`src/rtl/ex_unit_pkg.sv`:
```
// Shared encodings for the MIPS32 execute stage: ALU opcodes, result classes
// and divider FSM states.
package ex_unit_pkg;

  typedef logic [7:0] alu_op_t;
  typedef logic [2:0] alu_sel_t;

  localparam alu_op_t EXE_NOP_OP  = 8'h00;
  localparam alu_op_t EXE_AND_OP  = 8'h24;
  localparam alu_op_t EXE_OR_OP   = 8'h25;
  localparam alu_op_t EXE_XOR_OP  = 8'h26;
  localparam alu_op_t EXE_NOR_OP  = 8'h27;
  localparam alu_op_t EXE_SLL_OP  = 8'h7C;
  localparam alu_op_t EXE_SRL_OP  = 8'h02;
  localparam alu_op_t EXE_SRA_OP  = 8'h03;
  localparam alu_op_t EXE_ADDU_OP = 8'h21;
  localparam alu_op_t EXE_SUBU_OP = 8'h23;
  localparam alu_op_t EXE_SLT_OP  = 8'h2A;
  localparam alu_op_t EXE_SLTU_OP = 8'h2B;
  localparam alu_op_t EXE_DIV_OP  = 8'h1A;
  localparam alu_op_t EXE_DIVU_OP = 8'h1B;

  localparam alu_sel_t EXE_RES_NOP        = 3'b000;
  localparam alu_sel_t EXE_RES_LOGIC      = 3'b001;
  localparam alu_sel_t EXE_RES_SHIFT      = 3'b010;
  localparam alu_sel_t EXE_RES_ARITHMETIC = 3'b100;

  localparam logic [31:0] ZEROWORD   = 32'h0000_0000;
  localparam logic [4:0]  NOPRegAddr = 5'd0;

  localparam logic [1:0] DIV_IDLE = 2'd0;
  localparam logic [1:0] DIV_BUSY = 2'd1;
  localparam logic [1:0] DIV_ZERO = 2'd2;
  localparam logic [1:0] DIV_DONE = 2'd3;

  function automatic logic is_div_op(input alu_op_t op);
    return (op == EXE_DIV_OP) || (op == EXE_DIVU_OP);
  endfunction

endpackage

```
`src/rtl/ex_unit_div_radix2.sv`:
```
// Iterative restoring divider: one quotient bit per cycle on operand magnitudes,
// signs reapplied on the outputs.
module div_radix2
  import ex_unit_pkg::*;
#(
  parameter int DATA_W = 32
) (
  input  logic              clk,
  input  logic              rst,
  input  logic              start,
  input  logic              signed_i,
  input  logic [DATA_W-1:0] dividend,
  input  logic [DATA_W-1:0] divisor,
  output logic [DATA_W-1:0] quotient,
  output logic [DATA_W-1:0] remainder,
  output logic              done
);

  localparam logic [4:0] LAST_STEP = 5'(DATA_W - 1);

  logic [1:0]        r_state;
  logic [4:0]        r_cnt;
  logic [DATA_W-1:0] r_den;
  logic [DATA_W-1:0] r_quo;
  logic [DATA_W-1:0] r_rem;
  logic              r_neg_q;
  logic              r_neg_r;

  logic              w_a_neg;
  logic              w_b_neg;
  logic [DATA_W-1:0] w_a_mag;
  logic [DATA_W-1:0] w_b_mag;
  logic [DATA_W:0]   w_trial;

  assign w_a_neg = signed_i & dividend[DATA_W-1];
  assign w_b_neg = signed_i & divisor[DATA_W-1];
  assign w_a_mag = w_a_neg ? (~dividend + 1'b1) : dividend;
  assign w_b_mag = w_b_neg ? (~divisor + 1'b1) : divisor;

  // r_quo doubles as the dividend shift register; its MSB feeds the partial remainder.
  assign w_trial = {r_rem, r_quo[DATA_W-1]} - {1'b0, r_den};

  // NOTE: sequential state uses non-blocking assignments so every register
  // samples pre-edge values regardless of statement order.
  always_ff @(posedge clk) begin
    if (rst) begin
      r_state <= DIV_IDLE;
      r_cnt   <= '0;
      r_den   <= '0;
      r_quo   <= '0;
      r_rem   <= '0;
      r_neg_q <= 1'b0;
      r_neg_r <= 1'b0;
    end else begin
      case (r_state)
        DIV_IDLE: begin
          if (start) begin
            r_cnt <= '0;
            if (divisor == '0) begin
              r_state <= DIV_ZERO;
              r_quo   <= '0;
              r_rem   <= '0;
              r_neg_q <= 1'b0;
              r_neg_r <= 1'b0;
            end else begin
              r_state <= DIV_BUSY;
              r_quo   <= w_a_mag;
              r_rem   <= '0;
              r_den   <= w_b_mag;
              r_neg_q <= w_a_neg ^ w_b_neg;
              r_neg_r <= w_a_neg;
            end
          end
        end
        DIV_BUSY: begin
          if (!w_trial[DATA_W]) begin
            r_rem <= w_trial[DATA_W-1:0];
            r_quo <= {r_quo[DATA_W-2:0], 1'b1};
          end else begin
            r_rem <= {r_rem[DATA_W-2:0], r_quo[DATA_W-1]};
            r_quo <= {r_quo[DATA_W-2:0], 1'b0};
          end
          r_cnt <= r_cnt + 5'd1;
          if (r_cnt == LAST_STEP) r_state <= DIV_DONE;
        end
        DIV_ZERO: r_state <= DIV_DONE;
        default:  r_state <= DIV_IDLE;
      endcase
    end
  end

  assign quotient  = r_neg_q ? (~r_quo + 1'b1) : r_quo;
  assign remainder = r_neg_r ? (~r_rem + 1'b1) : r_rem;
  assign done      = (r_state == DIV_DONE);

endmodule

```
`src/rtl/ex_unit.sv`:
```
// MIPS32 execute stage: decode/execute register, ALU, forwarding bus,
// execute/memory register and divide stall control.
module ex_unit
  import ex_unit_pkg::*;
#(
  parameter int DATA_W = 32
) (
  input  logic              clk,
  input  logic              rst,
  input  logic [7:0]        aluop_i,
  input  logic [2:0]        alusel_i,
  input  logic [DATA_W-1:0] reg1_i,
  input  logic [DATA_W-1:0] reg2_i,
  input  logic [4:0]        wd_i,
  input  logic              wreg_i,
  output logic              ex_wreg_o,
  output logic [DATA_W-1:0] ex_wdata_o,
  output logic [4:0]        ex_wd_o,
  output logic              mem_wreg_o,
  output logic [DATA_W-1:0] mem_wdata_o,
  output logic [4:0]        mem_wd_o,
  output logic              whilo_o,
  output logic [DATA_W-1:0] hi_o,
  output logic [DATA_W-1:0] lo_o,
  output logic              stallreq_o
);

  alu_op_t           r_aluop;
  alu_sel_t          r_alusel;
  logic [DATA_W-1:0] r_reg1;
  logic [DATA_W-1:0] r_reg2;
  logic [4:0]        r_wd;
  logic              r_wreg;

  logic              w_is_div;
  logic              w_div_done;
  logic              w_stall;
  logic [DATA_W-1:0] w_quotient;
  logic [DATA_W-1:0] w_remainder;
  logic [DATA_W-1:0] w_result;
  logic              w_wreg;

  assign w_is_div = is_div_op(r_aluop);
  assign w_stall  = w_is_div & ~w_div_done;

  always_ff @(posedge clk) begin
    if (rst) begin
      r_aluop  <= EXE_NOP_OP;
      r_alusel <= EXE_RES_NOP;
      r_reg1   <= ZEROWORD;
      r_reg2   <= ZEROWORD;
      r_wd     <= NOPRegAddr;
      r_wreg   <= 1'b0;
    end else if (!w_stall) begin
      r_aluop  <= aluop_i;
      r_alusel <= alusel_i;
      r_reg1   <= reg1_i;
      r_reg2   <= reg2_i;
      r_wd     <= wd_i;
      r_wreg   <= wreg_i;
    end
  end

  div_radix2 #(.DATA_W(DATA_W)) u_div (
    .clk      (clk),
    .rst      (rst),
    .start    (w_is_div),
    .signed_i (r_aluop == EXE_DIV_OP),
    .dividend (r_reg1),
    .divisor  (r_reg2),
    .quotient (w_quotient),
    .remainder(w_remainder),
    .done     (w_div_done)
  );

  // NOTE: every combinational output gets a default first so no path through
  // the case statements can infer a latch.
  always_comb begin
    w_result = ZEROWORD;
    w_wreg   = 1'b0;
    case (r_alusel)
      EXE_RES_LOGIC: begin
        w_wreg = r_wreg;
        case (r_aluop)
          EXE_OR_OP:  w_result = r_reg1 | r_reg2;
          EXE_AND_OP: w_result = r_reg1 & r_reg2;
          EXE_XOR_OP: w_result = r_reg1 ^ r_reg2;
          EXE_NOR_OP: w_result = ~(r_reg1 | r_reg2);
          default:    w_result = ZEROWORD;
        endcase
      end
      EXE_RES_SHIFT: begin
        w_wreg = r_wreg;
        case (r_aluop)
          EXE_SLL_OP: w_result = r_reg2 << r_reg1[4:0];
          EXE_SRL_OP: w_result = r_reg2 >> r_reg1[4:0];
          EXE_SRA_OP: w_result = $signed(r_reg2) >>> r_reg1[4:0];
          default:    w_result = ZEROWORD;
        endcase
      end
      EXE_RES_ARITHMETIC: begin
        w_wreg = r_wreg;
        case (r_aluop)
          EXE_ADDU_OP: w_result = r_reg1 + r_reg2;
          EXE_SUBU_OP: w_result = r_reg1 - r_reg2;
          EXE_SLT_OP:  w_result = {{(DATA_W-1){1'b0}}, $signed(r_reg1) < $signed(r_reg2)};
          EXE_SLTU_OP: w_result = {{(DATA_W-1){1'b0}}, r_reg1 < r_reg2};
          default:     w_result = ZEROWORD;
        endcase
      end
      default: begin
        w_result = ZEROWORD;
        w_wreg   = 1'b0;
      end
    endcase
    // Divides report through HI/LO only, whatever class decode attached.
    if (w_is_div) begin
      w_result = ZEROWORD;
      w_wreg   = 1'b0;
    end
  end

  assign ex_wreg_o  = w_wreg;
  assign ex_wdata_o = w_result;
  assign ex_wd_o    = r_wd;
  assign stallreq_o = w_stall;

  always_ff @(posedge clk) begin
    if (rst) begin
      mem_wreg_o  <= 1'b0;
      mem_wdata_o <= ZEROWORD;
      mem_wd_o    <= NOPRegAddr;
      whilo_o     <= 1'b0;
      hi_o        <= ZEROWORD;
      lo_o        <= ZEROWORD;
    end else begin
      mem_wreg_o  <= w_wreg;
      mem_wdata_o <= w_result;
      mem_wd_o    <= r_wd;
      whilo_o     <= w_is_div & w_div_done;
      if (w_is_div && w_div_done) begin
        hi_o <= w_remainder;
        lo_o <= w_quotient;
      end
    end
  end

endmodule
```
`config.mk`:
```
export PLATFORM = sky130hd
export DESIGN_NAME = ex_unit
export DESIGN_NICKNAME = d
export VERILOG_FILES = /design/src/rtl/ex_unit_pkg.sv /design/src/rtl/ex_unit_div_radix2.sv /design/src/rtl/ex_unit.sv
export SDC_FILE = /design/constraint.sdc
export NUM_CORES = 1
export LEC_CHECK = 0
export ABC_AREA = 1
export BUFFER_PORTS_ARGS = -buffer_cell sky130_fd_sc_hd__buf_2
export CAP_MARGIN = 30
export CORE_MARGIN = 1
export CORE_UTILIZATION = 30
export DETAILED_ROUTE_END_ITERATION = 6
export GPL_ROUTABILITY_DRIVEN = 0
export SLEW_MARGIN = 20
export SYNTH_ARGS = -nofsm -noshare
export SYNTH_HDL_FRONTEND = slang
export SYNTH_SLANG_ARGS = --single-unit
```
`constraint.sdc`:
```
create_clock -name clk -period 7.81 [get_ports clk]
set_clock_uncertainty 0.15 [all_clocks]
set_input_delay 0.781 -clock clk [delete_from_list [all_inputs] [get_ports clk]]
set_output_delay 0.781 -clock clk [all_outputs]
set_load 0.01 [all_outputs]
```
After elaboration in Yosys (flattened, before gate mapping)

Index checks and enable logic that the tools add are counted.

Reduce and logical (&&, ||, !) cells: 10
Add/sub/neg operators: 8
Equal/unequal tests: 22
Muxes and demuxes: 26
Magnitude comparators: 2
Bitwise operators: 15
Shifts and indexed selects: 3

Operators with widths:

| kind                                                | count |
|---|---|
| two-way mux 32 bit                                  | 9 |
| case mux 32 bit (4 select lines)                    | 2 |
| case mux 32 bit (3 select lines)                    | 2 |
| inverter 32 bit                                     | 5 |
| adder 32 x 1 -> 32 bit, second input constant       | 4 |
| case mux 32 bit (2 select lines)                    | 2 |
| equality test 8 x 6 -> 1 bit, second input constant | 8 |
| less-than comparator 32 bit                         | 2 |
| subtractor 33 x 32 -> 33 bit                        | 1 |
| adder 32 bit                                        | 1 |
| bitwise AND 32 bit                                  | 1 |
| logical NOT 32 bit                                  | 1 |
| bitwise OR 32 bit                                   | 1 |
| << shifter 32 x 5 -> 32 bit                         | 1 |
| >> shifter 32 x 5 -> 32 bit                         | 1 |
| >>> shifter 32 x 5 -> 32 bit                        | 1 |
| subtractor 32 bit                                   | 1 |
| bitwise XOR 32 bit                                  | 1 |
| equality test 8 x 2 -> 1 bit, second input constant | 2 |
| equality test 8 x 5 -> 1 bit, second input constant | 2 |
| case mux 5 bit (2 select lines)                     | 1 |
| equality test 8 x 7 -> 1 bit, second input constant | 1 |
| two-way mux 2 bit                                   | 3 |
| case mux 2 bit (3 select lines)                     | 1 |
| 21 further kinds                                    | 32 |

Bits in registers: 289
Logic and storage cells: 105
Input bits: 83
Output and inout port bits: 142

Longest topological paths before layout

Depth after elaboration: 6
Depth in mapped cells: 20
Depth with buffers taken out: 17

Hierarchy

Synthesis repeated with hierarchy kept, for this count alone.

Cells, all modules: 4776
Area total of the unflattened synthesis: 27288.7 µm²

Modules (own cells, without submodules):

| module     | area an instance (µm²) | cells an instance | seq. area each (µm²) | instances |
|---|---|---|---|---|
| ex_unit    | 16694.8                | 2943              | 3683.5               | 1 |
| div_radix2 | 10593.9                | 1833              | 2102.0               | 1 |

Worst setup path after synthesis

Ideal clock, no wire load.

Path kind: register to output
Start: register r_reg1[3]
End: output ex_wdata_o[30]
Buffers on the path: 3
Path slack: 4.462 ns
Stages on the path, launching flop included: 19
Arrival: 2.417 ns
Required time: 6.879 ns
Cell sequence: dfxtp_1 buf_2 clkinv_1 clkbuf_1 ha_1 buf_2 nand2_1 nand3_1 nand2_1 nand2_1 nand2_1 nand2_1 nand2_1 nand2_1 nand2_1 nand3_1 nand2_1 nand2_1 nand2_1

Longest elaborated chain between the ends: 4
Elaborated cells on any way between the ends: 9
Classes of those cells: 2 x add/sub; 3 x shift; 4 x mux

Ends and longest elaborated chain:

| element                                                                                     | line                          | source |
|---|---|---|
| start: declaration                                                                          | ex_unit.sv:30                 | `logic [DATA_W-1:0] r_reg1;` |
| start signal: assignment                                                                    | ex_unit.sv:57                 | `r_reg1 <= reg1_i;` |
| subtractor 32 bit, or another cell as far along                                             | ex_unit.sv:105                | `EXE_SUBU_OP: w_result = r_reg1 - r_reg2;` |
| case mux 32 bit (4 select lines) / case mux 32 bit (3 select lines) (equally long branches) | ex_unit.sv:103, ex_unit.sv:94 |  |
| case mux 32 bit (3 select lines) (*)                                                        | ex_unit.sv:81                 | `case (r_alusel)` |
| two-way mux 32 bit (*)                                                                      | ex_unit.sv:117                | `if (w_is_div) begin` |
| end: declaration                                                                            | ex_unit.sv:17                 | `output logic [DATA_W-1:0] ex_wdata_o,` |

Mark *: on every way between the ends. The rest lies on a longest branch, timed or not.

Final worst setup path

Start: register r_reg1[2]
End: output ex_wdata_o[30]

The elaborated chain is that of the path after synthesis.

==> reports/qor.csv <==
stage,metric,value,unit
floorplan,initial_utilization,0.304,
status,status,finished with violations,
min_path,hp-class,input pin to flop,
synthesis,yosys.area.top_type,dfxtp_1,
worst_setup_path,worstSetupPathType,flop to output pin,
placement,dp_slack,3400,ps
synthesis,seq_area_frac_synth,0.219,
flow_run,cap_violations,0,
sta,worstMarginPinSlew,1200,ps
clocking,clock_tree.buffer_depth,3,
synthesis,synthesis.area,26400,um2
worst_setup_path,regToRegSetupSlack,3800,ps
detailed_routing,drt_first_pass_iters,7,
grt,grt_pass1_vias,29100,
clocking,h-tree-depth,2,
status,violations,design-rule violations,
cells_and_area,fillers,9817,
sta,fin_setup_tns,0,ps
floorplan,die_w,299,um
detailed_routing,drt-initial-drc-count,4775,
worst_setup_path,r2r-start,r_aluop[0],
worst_setup_path,cpMostUsedCell,nand2_1,
floorplan,die_y,299,um
synthesis,netlist_instances,4624,
worst_setup_path,cpPeakStageDelay,510,ps
sta,drv_slew,0,
sta,rsz0062_at_grt,false,
placement,placed_area,28400,um2
grt,grt.overflow.total,0,
cells_and_area,area_growth_syn_to_layout,12.7,%
worst_setup_path,critPathCaptureType,output pin,
detailed_routing,ant_nets,0,
power_and_ir_drop,p_per_area,156,nW/um2
grt,grt_max_degree,85,
clocking,cts_tree,yes,
min_path,hold_path_end,r_aluop[4],
synthesis,synthTopCellsByArea,"dfxtp_1, nand2_1, nand3_1, inv_1, a21oi_1",
synthesis,async_reset_ff_frac,0,
cells_and_area,final_cells,5899,
clocking,cts_resized,0,
synthesis,synth_enable_flop_cells,0,
grt,groute.layer.met2.usage,0.409,
min_path,hold_depth,2,
cells_and_area,layout.nets,4941,
grt,grtUsageTotal,0.272,
grt,met1_usage,0.348,
cells_and_area,stdcell_area,29800,um2
synthesis,yosys_warnings,0,
worst_setup_path,r2r_cells,12,
floorplan,die-area,89200,um2
detailed_routing,postRouteWirelength,126000,um
power_and_ir_drop,peakVddDrop,0.000166,V
grt,grt_util_met3,0.0773,
sta,fin_crit,5290,ps
clocking,cts_hold_buffers,0,
min_path,hp-start,aluop_i[4],
worst_setup_path,arrival,4360,ps
sta,finalCritPeriodShare,0.678,
placement,dp.cells,5830,
worst_setup_path,regToRegEndpoint,lo_o[4],
worst_setup_path,cp_slowest_cell,ha_1,
synthesis,ys_types,54,
worst_setup_path,worstPathCellList,buf_4 -> inv_1 -> buf_4 -> ha_1 -> nand3_1 -> nand3_1 -> nand2_1 -> nand2_1 -> nand2_1 -> nand2_1 -> nand2_1 -> nand2_1 -> nand2_1 -> nand3_1 -> nand2_1 -> nand2_1 -> nand2_1 -> buf_2,
sta,setup_violations,0,
floorplan,core,87000,um2
placement,dp_hpwl,100000,um
grt,grt_pass1_wl,185000,um
floorplan,ios,225,
grt,top_usage_layer,met2,
synthesis,yosys_most_used_dff,dfxtp_1,
detailed_routing,wl_per_cell,21.4,um
power_and_ir_drop,power.leakage,15.1,nW
worst_setup_path,critical_path_required,6880,ps
sta,hold_viol_final,0,
clocking,root_buffer,clkbuf_16,
detailed_routing,vias_per_cell,5.45,
cells_and_area,layout-drive-gt1-share,0.0795,
clocking,clock_sink_count,289,
synthesis,synth_seq_cells,289,
detailed_routing,drc,78,
detailed_routing,vias,32100,
placement,io_buffers,224,
synthesis,synth_nets,4850,
floorplan,row_count,108,
clocking,post-cts-setup-buffers,0,
clocking,clk_pin_slew,60,ps
worst_setup_path,startpoint_type,flop,
clocking,cts_made_buffers,37,
synthesis,synth.top_cell.area_share,0.219,
sta,max_freq,189,MHz
clocking,clk_latency,600,ps
worst_setup_path,worstPathMaxFanout,57,
sta,fin_ws,2520,ps
grt,antenna_found_initial,8,
sta,relSlewSlack,0.191,
synthesis,syn_area_per_cell,5.71,um2
-- registers in the layout, summed over array words and instances (netlist names), 2 cells and up --
name	cells
u_div.r_state	2
r_reg2	32
hi_o	32
mem_wdata_o	32
lo_o	32
r_reg1	32
mem_wd_o	5
r_aluop	8
u_div.r_den	32
u_div.r_quo	32
ex_wd_o	5
u_div.r_cnt	5
r_alusel	3
u_div.r_rem	32
-- cell usage in the layout (no fill, tap or decap), types with 5 or more instances in the layout --
cell type,synthesis,layout
o21a_1,21,21
xnor2_1,16,16
o31ai_1,9,9
nand2_1,1338,1338
clkbuf_16,0,38
and2_1,10,10
bufinv_16,0,5
nand2_2,5,5
o21bai_1,15,15
xor2_1,72,72
ha_1,140,140
inv_1,588,587
inv_6,0,5
a31oi_1,7,7
nand3_1,508,508
nand4_1,54,54
nor4_1,8,7
o2111ai_1,9,9
inv_2,16,15
nor2_1,396,395
o211ai_1,25,25
o22ai_1,24,24
nand3b_1,15,15
clkbuf_8,0,8
nor2_2,8,9
clkinv_2,0,6
buf_4,2,25
o221ai_1,7,7
dfxtp_1,289,287
a21oi_1,409,409
buf_2,73,223
o21ai_0,338,338
nor3_1,52,52
-- how the worst max path moves through the flow --
stage                                 to  cells past startpoint  slack (ps)       from
after detailed placement  ex_wdata_o[20]                     18        3400  r_reg1[2]
after global placement    ex_wdata_o[21]                     19        3430  r_reg1[2]
after floorplan           ex_wdata_o[30]                     18        4460  r_reg1[3]
final                     ex_wdata_o[30]                     18        2520  r_reg1[2]
after global routing      ex_wdata_o[30]                     18        2320  r_reg1[2]
after CTS                 ex_wdata_o[20]                     18        2770  r_reg1[2]
-- worst max-delay path, delay by kind of cell (launching register included) --
kind | cells | cell delay (ps)
flops | 1 | 310
buf+inv | 4 | 1240
fa+ha+maj | 1 | 510
simple gates | 13 | 1670
-- routing by layer --
layer  part of all wire  vias up
met1               0.40    14400
li1                   -    15200
met4              0.067        6
met3               0.12      455
met2               0.41     2082
met5            0.00051        -
-- cell families after synthesis --
| group | synth area share |
|---|---|
| DFF | 0.219 |
| AOI/OAI and AO/OA | 0.178 |
| xor gates and xnor gates | 0.0292 |
| buffers and inverters | 0.120 |
| adders and majority gates | 0.0686 |
| and+or+nand+nor | 0.385 |
-- Yosys cell counts, types with 13 or more instances --
master / instances
a21oi_1: 409
buf_1: 13
buf_2: 73
clkbuf_1: 110
dfxtp_1: 289
ha_1: 140
inv_1: 588
inv_2: 16
nand2_1: 1338
nand3_1: 508
nand3b_1: 15
nand4_1: 54
nor2_1: 396
nor3_1: 52
o211ai_1: 25
o21a_1: 21
o21ai_0: 338
o21bai_1: 15
o22ai_1: 24
xnor2_1: 16
xor2_1: 72
-- stage by stage --
stage / total power [mW] / hold slack, ps / utilization
floorplan: 2.30 / 280 / -
global placement: 2.69 / 281 / 0.325
detailed placement: 2.69 / 288 / 0.326
CTS: 4.60 / 234 / 0.342
global route: 4.79 / 262 / 0.342
finish: 4.63 / 261 / 0.342
-- report_power, final --
group          leakage [nW]  internal (mW)  switching [mW]
clock                 0.658           1.14           0.757
combinational          12.1          0.306           0.852
sequential             2.35           1.51          0.0687
total                  15.1           2.96            1.68
-- layout make-up --
class,instances,area [um2],share of cell area
diodes,2,5.00,0.000168
clock buffers,47,1060,0.0358
clock inverters,19,273,0.00916
inverters,607,2280,0.0768
multi-input cells,3525,17500,0.587
flip-flops and latches,289,5790,0.194
well taps,1155,1450,0.0486
repair buffers,255,1420,0.0478
Power figures use the tool's default switching activity.
